==> src/rtl/sales_pkg.sv <==
// Shared types and default sizing for the sales statistics block.
// Holds the controller state encoding used by sales_stats.
package sales_pkg;

    localparam int W_DEF    = 32;
    localparam int CH_DEF   = 4;
    localparam int ACCW_DEF = 64;

    typedef enum logic [1:0] {
        IDLE = 2'd0,
        ACC  = 2'd1,
        DIV  = 2'd2,
        DONE = 2'd3
    } state_t;

endpackage

==> src/rtl/sales_if.sv <==
// Transaction in / result out bundle between a producer and sales_stats.
// The master side offers transactions and consumes results.
interface sales_if #(
    parameter int W  = 32,
    parameter int CH = 4
);
    localparam int CHW = $clog2(CH);

    logic           in_valid;
    logic           in_ready;
    logic [CHW-1:0] in_ch;
    logic [W-1:0]   price;
    logic [W-1:0]   num;
    logic           out_valid;
    logic [CHW-1:0] out_ch;
    logic [W-1:0]   avg;
    logic [CH-1:0]  ovf;

    modport master (
        output in_valid, in_ch, price, num,
        input  in_ready, out_valid, out_ch, avg, ovf
    );

    modport slave (
        input  in_valid, in_ch, price, num,
        output in_ready, out_valid, out_ch, avg, ovf
    );
endinterface

==> src/rtl/sales_div.sv <==
// Restoring unsigned divider, one quotient bit per cycle, ACCW cycles per divide.
// quotient is valid in the cycle done is high; a zero divisor yields 0.
module sales_div #(
    parameter int ACCW = 64
) (
    input  logic            clk,
    input  logic            rst,
    input  logic            start,
    input  logic [ACCW-1:0] dividend,
    input  logic [ACCW-1:0] divisor,
    output logic            busy,
    output logic            done,
    output logic [ACCW-1:0] quotient
);
    localparam int CW = $clog2(ACCW + 1);

    logic [ACCW-1:0] rem_reg, quo_reg, dvs_reg;
    logic [CW-1:0]   cnt_reg;
    logic            busy_reg;

    logic [ACCW:0]   shifted, trial;
    logic            bit_ok;
    logic [ACCW-1:0] rem_next, quo_next;

    always_comb begin
        shifted  = {rem_reg, quo_reg[ACCW-1]};
        trial    = shifted - {1'b0, dvs_reg};
        // Remainder stays below the divisor, so the MSB of trial is the borrow.
        bit_ok   = ~trial[ACCW];
        rem_next = bit_ok ? trial[ACCW-1:0] : shifted[ACCW-1:0];
        quo_next = {quo_reg[ACCW-2:0], bit_ok};
    end

    assign busy     = busy_reg;
    assign done     = busy_reg && (cnt_reg == CW'(ACCW - 1));
    assign quotient = (dvs_reg == '0) ? '0 : quo_next;

    always_ff @(posedge clk) begin
        if (rst) begin
            rem_reg  <= '0;
            quo_reg  <= '0;
            dvs_reg  <= '0;
            cnt_reg  <= '0;
            busy_reg <= 1'b0;
        end else if (start) begin
            rem_reg  <= '0;
            quo_reg  <= dividend;
            dvs_reg  <= divisor;
            cnt_reg  <= '0;
            busy_reg <= 1'b1;
        end else if (busy_reg) begin
            rem_reg  <= rem_next;
            quo_reg  <= quo_next;
            cnt_reg  <= cnt_reg + 1'b1;
            if (done) begin
                busy_reg <= 1'b0;
            end
        end
    end
endmodule

==> src/rtl/sales_stats.sv <==
// Per-channel revenue/quantity accumulators with a weighted-average price result.
// Each accepted transaction updates one channel, then divides rev by qty.
module sales_stats
    import sales_pkg::*;
#(
    parameter int W    = W_DEF,
    parameter int CH   = CH_DEF,
    parameter int ACCW = ACCW_DEF
) (
    input  logic    clk,
    input  logic    rst,
    sales_if.slave  bus
);
    localparam int CHW = $clog2(CH);

    state_t state_reg, state_next;

    logic [CHW-1:0]  ch_reg;
    logic [W-1:0]    price_reg, num_reg;
    logic [W-1:0]    avg_reg;
    logic [CHW-1:0]  out_ch_reg;
    logic [CH-1:0]   ovf_reg;
    logic [ACCW-1:0] rev_reg [CH];
    logic [ACCW-1:0] qty_reg [CH];

    logic            acc_en, div_start, div_busy, div_done;
    logic [ACCW-1:0] div_quot;
    logic [CH-1:0]   ch_hit;
    logic [2*W-1:0]  prod;
    logic [ACCW:0]   rev_sum, qty_sum;
    logic            accept;

    assign accept = (state_reg == IDLE) && bus.in_valid;

    always_comb begin
        state_next = state_reg;
        acc_en     = 1'b0;
        div_start  = 1'b0;
        case (state_reg)
            IDLE: if (bus.in_valid) state_next = ACC;
            ACC: begin
                acc_en     = 1'b1;
                div_start  = 1'b1;
                state_next = DIV;
            end
            DIV:  if (div_done) state_next = DONE;
            DONE: state_next = IDLE;
            default: state_next = IDLE;
        endcase
    end

    always_ff @(posedge clk) begin
        if (rst) begin
            state_reg <= IDLE;
        end else begin
            state_reg <= state_next;
        end
    end

    always_ff @(posedge clk) begin
        if (rst) begin
            ch_reg    <= '0;
            price_reg <= '0;
            num_reg   <= '0;
        end else if (accept) begin
            ch_reg    <= bus.in_ch;
            price_reg <= bus.price;
            num_reg   <= bus.num;
        end
    end

    // Sums are formed on the selected channel and also feed the divider directly,
    // so the divide starts from the post-update totals.
    assign prod    = {{W{1'b0}}, price_reg} * {{W{1'b0}}, num_reg};
    assign rev_sum = {1'b0, rev_reg[ch_reg]} + {1'b0, ACCW'(prod)};
    assign qty_sum = {1'b0, qty_reg[ch_reg]} + {1'b0, ACCW'(num_reg)};

    for (genvar gi = 0; gi < CH; gi++) begin : g_hit
        assign ch_hit[gi] = acc_en && (ch_reg == CHW'(gi));
    end

    always_ff @(posedge clk) begin
        for (int i = 0; i < CH; i++) begin
            if (rst) begin
                rev_reg[i] <= '0;
                qty_reg[i] <= '0;
                ovf_reg[i] <= 1'b0;
            end else if (ch_hit[i]) begin
                rev_reg[i] <= rev_sum[ACCW-1:0];
                qty_reg[i] <= qty_sum[ACCW-1:0];
                if (rev_sum[ACCW] || qty_sum[ACCW]) begin
                    ovf_reg[i] <= 1'b1;
                end
            end
        end
    end

    sales_div #(.ACCW(ACCW)) u_div (
        .clk      (clk),
        .rst      (rst),
        .start    (div_start),
        .dividend (rev_sum[ACCW-1:0]),
        .divisor  (qty_sum[ACCW-1:0]),
        .busy     (div_busy),
        .done     (div_done),
        .quotient (div_quot)
    );

    always_ff @(posedge clk) begin
        if (rst) begin
            avg_reg    <= '0;
            out_ch_reg <= '0;
        end else if (state_reg == DIV && div_done) begin
            avg_reg    <= div_quot[W-1:0];
            out_ch_reg <= ch_reg;
        end
    end

    assign bus.in_ready  = (state_reg == IDLE);
    assign bus.out_valid = (state_reg == DONE);
    assign bus.out_ch    = out_ch_reg;
    assign bus.avg       = avg_reg;
    assign bus.ovf       = ovf_reg;
endmodule
==> src/flat_wrapper.sv <==
// flat-port wrapper written by rule: the top's interface ports become plain ports
module sales_stats_flat import sales_pkg::*;
#(
    parameter int W    = W_DEF,
    parameter int CH   = CH_DEF,
    parameter int ACCW = ACCW_DEF
)
  (clk, rst, bus_in_valid, bus_in_ch, bus_price, bus_num, bus_in_ready, bus_out_valid, bus_out_ch, bus_avg, bus_ovf);
  sales_if #(.W(W), .CH(CH)) bus_i ();
  input  logic clk;
  input  logic rst;
  input wire logic [$bits(bus_i.in_valid)-1:0] bus_in_valid;
  input wire logic [$bits(bus_i.in_ch)-1:0] bus_in_ch;
  input wire logic [$bits(bus_i.price)-1:0] bus_price;
  input wire logic [$bits(bus_i.num)-1:0] bus_num;
  output wire logic [$bits(bus_i.in_ready)-1:0] bus_in_ready;
  output wire logic [$bits(bus_i.out_valid)-1:0] bus_out_valid;
  output wire logic [$bits(bus_i.out_ch)-1:0] bus_out_ch;
  output wire logic [$bits(bus_i.avg)-1:0] bus_avg;
  output wire logic [$bits(bus_i.ovf)-1:0] bus_ovf;
  assign bus_i.in_valid = bus_in_valid;
  assign bus_i.in_ch = bus_in_ch;
  assign bus_i.price = bus_price;
  assign bus_i.num = bus_num;
  assign bus_in_ready = bus_i.in_ready;
  assign bus_out_valid = bus_i.out_valid;
  assign bus_out_ch = bus_i.out_ch;
  assign bus_avg = bus_i.avg;
  assign bus_ovf = bus_i.ovf;
  sales_stats #(.W(W), .CH(CH), .ACCW(ACCW)) u_core (.clk(clk), .rst(rst), .bus(bus_i));
endmodule
==> config.mk <==
export PLATFORM = sky130hd
export DESIGN_NAME = sales_stats_flat
export DESIGN_NICKNAME = d
export VERILOG_FILES = /design/src/rtl/sales_pkg.sv /design/src/rtl/sales_if.sv /design/src/rtl/sales_div.sv /design/src/rtl/sales_stats.sv /design/src/flat_wrapper.sv
export SDC_FILE = /design/constraint.sdc
export NUM_CORES = 2
export LEC_CHECK = 0
export BUFFER_PORTS_ARGS = -buffer_cell sky130_fd_sc_hd__buf_4
export CAP_MARGIN = 10
export CORE_MARGIN = 1.5
export CORE_UTILIZATION = 55
export CTS_BUF_LIST = sky130_fd_sc_hd__clkbuf_4 sky130_fd_sc_hd__clkbuf_8
export CTS_CLUSTER_DIAMETER = 30
export DETAILED_ROUTE_END_ITERATION = 8
export PLACE_DENSITY = 0.68
export SLEW_MARGIN = 20
export SYNTH_ARGS = -nofsm -noshare
export SYNTH_HDL_FRONTEND = slang
export SYNTH_SLANG_ARGS = --single-unit
==> constraint.sdc <==
create_clock -name clk -period 17.1 [get_ports clk]
set_input_delay 3.42 -clock clk [delete_from_list [all_inputs] [get_ports clk]]
set_output_delay 3.42 -clock clk [all_outputs]
set_load 0.05 [all_outputs]
==> metrics.yaml <==
run_status:
  outcome: "complete, no violations"
floorplanning:
  core.rowCount: 134
  io-pin-count: 109
  die_y_microns: 371
  die_area_sq_mm: 0.138
  coreArea_sq_mm: 0.134
  die_x_microns: 371
  start_util: 0.556
clock_tree:
  cts_resized: 0
  clock-root-buffer: "clkbuf_8"
  h-tree-depth: 4
  cts.sinks: 820
  clkLatencyLatePin_ns: 0.90
  postCtsHoldBufs: 0
  clockBufferDepth: 3
  tritoncts: "built"
  post-cts-setup-buffers: 0
  cts.clk_slew.worst_paths_ns: 0.06
  numCtsBuffers: 178
final_layout:
  fin_nets: 8885
  final_common_cell: "inv_1"
  drive_gt1_frac: 0.0958
  final.fill_count: 11200
  layout_common_cells: "1140 x inv_1, 963 x fa_1, 868 x nand2_1, 623 x nor2_1, 583 x and2_1"
  area_growth_syn_to_layout_pct: 8.36
synthesis:
  synth_cells: 7580
  synth_edf_count: 512
  synth_nets: 8961
  synth.yosys.seq_area_share: 0.289
  async_reset_ff_frac: 0
  synth_area_sq_mm: 0.0745
  synth_ff_type: "edfxtp_1"
  postSynthAreaPerCell_sq_um: 9.82
  yosysUniqueCellTypes: 97
  yosys_warnings: 0
  ys_ff_latch: 820
placement:
  port_buffers: 108
  place_hpwl_microns: 148000
  gp_congestion: 0.964
detailed_routing:
  vias: 55100
  totalWireLength_microns: 204000
  wl_per_cell_microns: 21.7
  drc: 0
  drtIter0Drc: 4473
  ant_nets: 0
  routed_via_density: 5.84
  dr.pass1.iters: 6
setup_path:
  crit_cells: 26
  critPathMaxStageDelay_ns: 0.85
  crit_buf_inv: 7
  end_kind: "register"
  path_delay_family: "adder cells"
  path_class: "register to register"
  r2r_cells: 26
  cp_data_required_time_ns: 17.67
  crit_top_cell: "fa_1"
  worstPathArrival_ns: 10.63
  start_kind: "register"
  slowest_stage: "dfxtp_4"
  path_max_fanout: 36
sta:
  holdWs_ns: 0.454
  worst_pin_slew_ns: 1.28
  min_period_over_period: 0.588
  min_period_ns: 10.05
  slew_headroom: 0.137
  fin_worst_skew_ns: 0.0721
  fmax_mhz: 99.5
  slew_violations: 0
  finalHoldViolCount: 0
  fin_setup_tns_ns: 0
  setup_viol: 0
  grt_setup_unrepaired: "no"
hold_path:
  hold_path_depth: 2
  hold_class: "register to register"
power_and_ir_drop:
  peakVddDrop_v: 0.000403
  p_switching_w: 0.00687
  p_seq_frac: 0.206
  comb_power_share: 0.614
  switching_share: 0.502
  power_w: 0.0137
  pwr_density_cell_mw_per_mm2: 170
  p_int_w: 0.00682
  power_leakage_nw: 35.8
  power.share.clock: 0.180
global_route:
  overflow: 0
  antenna_found_initial: 6
  grt_max_degree: 93
  grt_pass1_vias: 57100
  track_usage: 0.306
  grt_first_pass_wirelength_microns: 325000
run:
  maxCapViolCount: 0
-- through the flow --
step / cell area (sq um) / utilization / worst slack (ns) / cells
2_1_floorplan: 74500 / - / 7.74 / 7580
3_3_place_gp: 76500 / 0.571 / 7.25 / 9092
3_5_place_dp: 76500 / 0.571 / 7.17 / 9092
4_1_cts: 80700 / 0.602 / 7.13 / 9429
5_1_grt: 80700 / 0.602 / 6.60 / 9432
6_report: 80700 / 0.602 / 7.05 / 9433
-- logic make-up after synthesis --
logic type,synth area share
xor+xnor,0.0184
mux,0.0448
flops,0.289
compound gates,0.0922
simple gates,0.156
fa+ha+maj,0.318
buf+inv,0.0818
-- power by group through the flow --
stage | Sequential (W) | Combinational, W | Clock, W
after floorplan | 0.00271 | 0.00602 | 0
after global placement | 0.00284 | 0.00820 | 0
after detailed placement | 0.00285 | 0.00825 | 0
after CTS | 0.00282 | 0.00835 | 0.00248
after global routing | 0.00286 | 0.00930 | 0.00258
final | 0.00283 | 0.00840 | 0.00246
-- worst paths after layout --
kind,to,slack (ns),start
setup / recovery,u_core.rev_reg[1][61],7.05,register
hold / removal,u_core.num_reg[10],0.45,u_core.num_reg[10]
setup reg to reg,u_core.rev_reg[1][61],7.05,register
hold reg to reg,u_core.num_reg[10],0.45,u_core.num_reg[10]
-- layout make-up --
class | instances | area (sq um) | share of cell area
flip-flops and latches | 820 | 21600 | 0.267
inverters | 1143 | 4290 | 0.0532
clock buffers | 229 | 2910 | 0.0360
well taps | 1768 | 2210 | 0.0274
diodes | 4 | 10.0 | 0.000124
multi-input cells | 5165 | 47000 | 0.582
clock inverters | 108 | 1250 | 0.0155
repair buffers | 196 | 1480 | 0.0183
-- Yosys cell counts (6+ instances only) --
library cell     n  area, sq um
nand2_1        871         3270
a21o_1         106          796
a31oi_1         74          463
or3_1           23          144
clkbuf_1       410         1540
nor3_1          36          180
o21ai_0        173          866
dfxtp_1        308         6170
nor2b_1         66          413
nand2b_1        23          144
mux2_2          24          270
mux4_2         119         2680
o31ai_1         14          105
and2_1         584         3650
xor2_1          70          613
or2_2            6         37.5
o21a_1          23          173
nand3_1         50          250
buf_2           10         50.1
nand4_1         54          338
a21boi_0         9         67.6
a41oi_1          8         70.1
buf_1           20         75.1
o21bai_1        34          255
a211oi_1       143         1070
inv_1         1140         4280
nor2_1         625         2350
edfxtp_1       512        15400
mux4_1           7          184
nand3b_1        10         75.1
ha_1           349         4370
a311oi_1        16          140
a22oi_1         34          255
fa_1           963        19300
mux2i_1         20          200
xnor2_1         86          753
o22ai_1         13         81.3
a21oi_1        338         1690
and3_1          45          282
nor4_1          24          150
o211ai_1        17          128
or4_1            7         52.6
o2111ai_1        7         61.3
-- worst register-to-register path, delay by kind of cell, from the launching register on --
kind | cells | cell delay (ns)
AO/OA/AOI/OAI | 4 | 2.18
XOR/XNOR | 1 | 0.24
adder cells (fa/ha/maj) | 9 | 4.06
buffers and inverters | 7 | 1.13
flip-flops | 1 | 0.85
multiplexers | 1 | 0.64
AND/OR/NAND/NOR | 4 | 0.67
-- layer usage --
layer	GRT usage	vias to the layer above	routed length, microns
li1	-	24500	-
met1	0.412	28000	83500
met3	0.0447	353	15500
met5	0	-	0
met4	0.0987	0	6080
met2	0.510	2213	99400
Note: power is estimated with default switching activity, not from simulation.
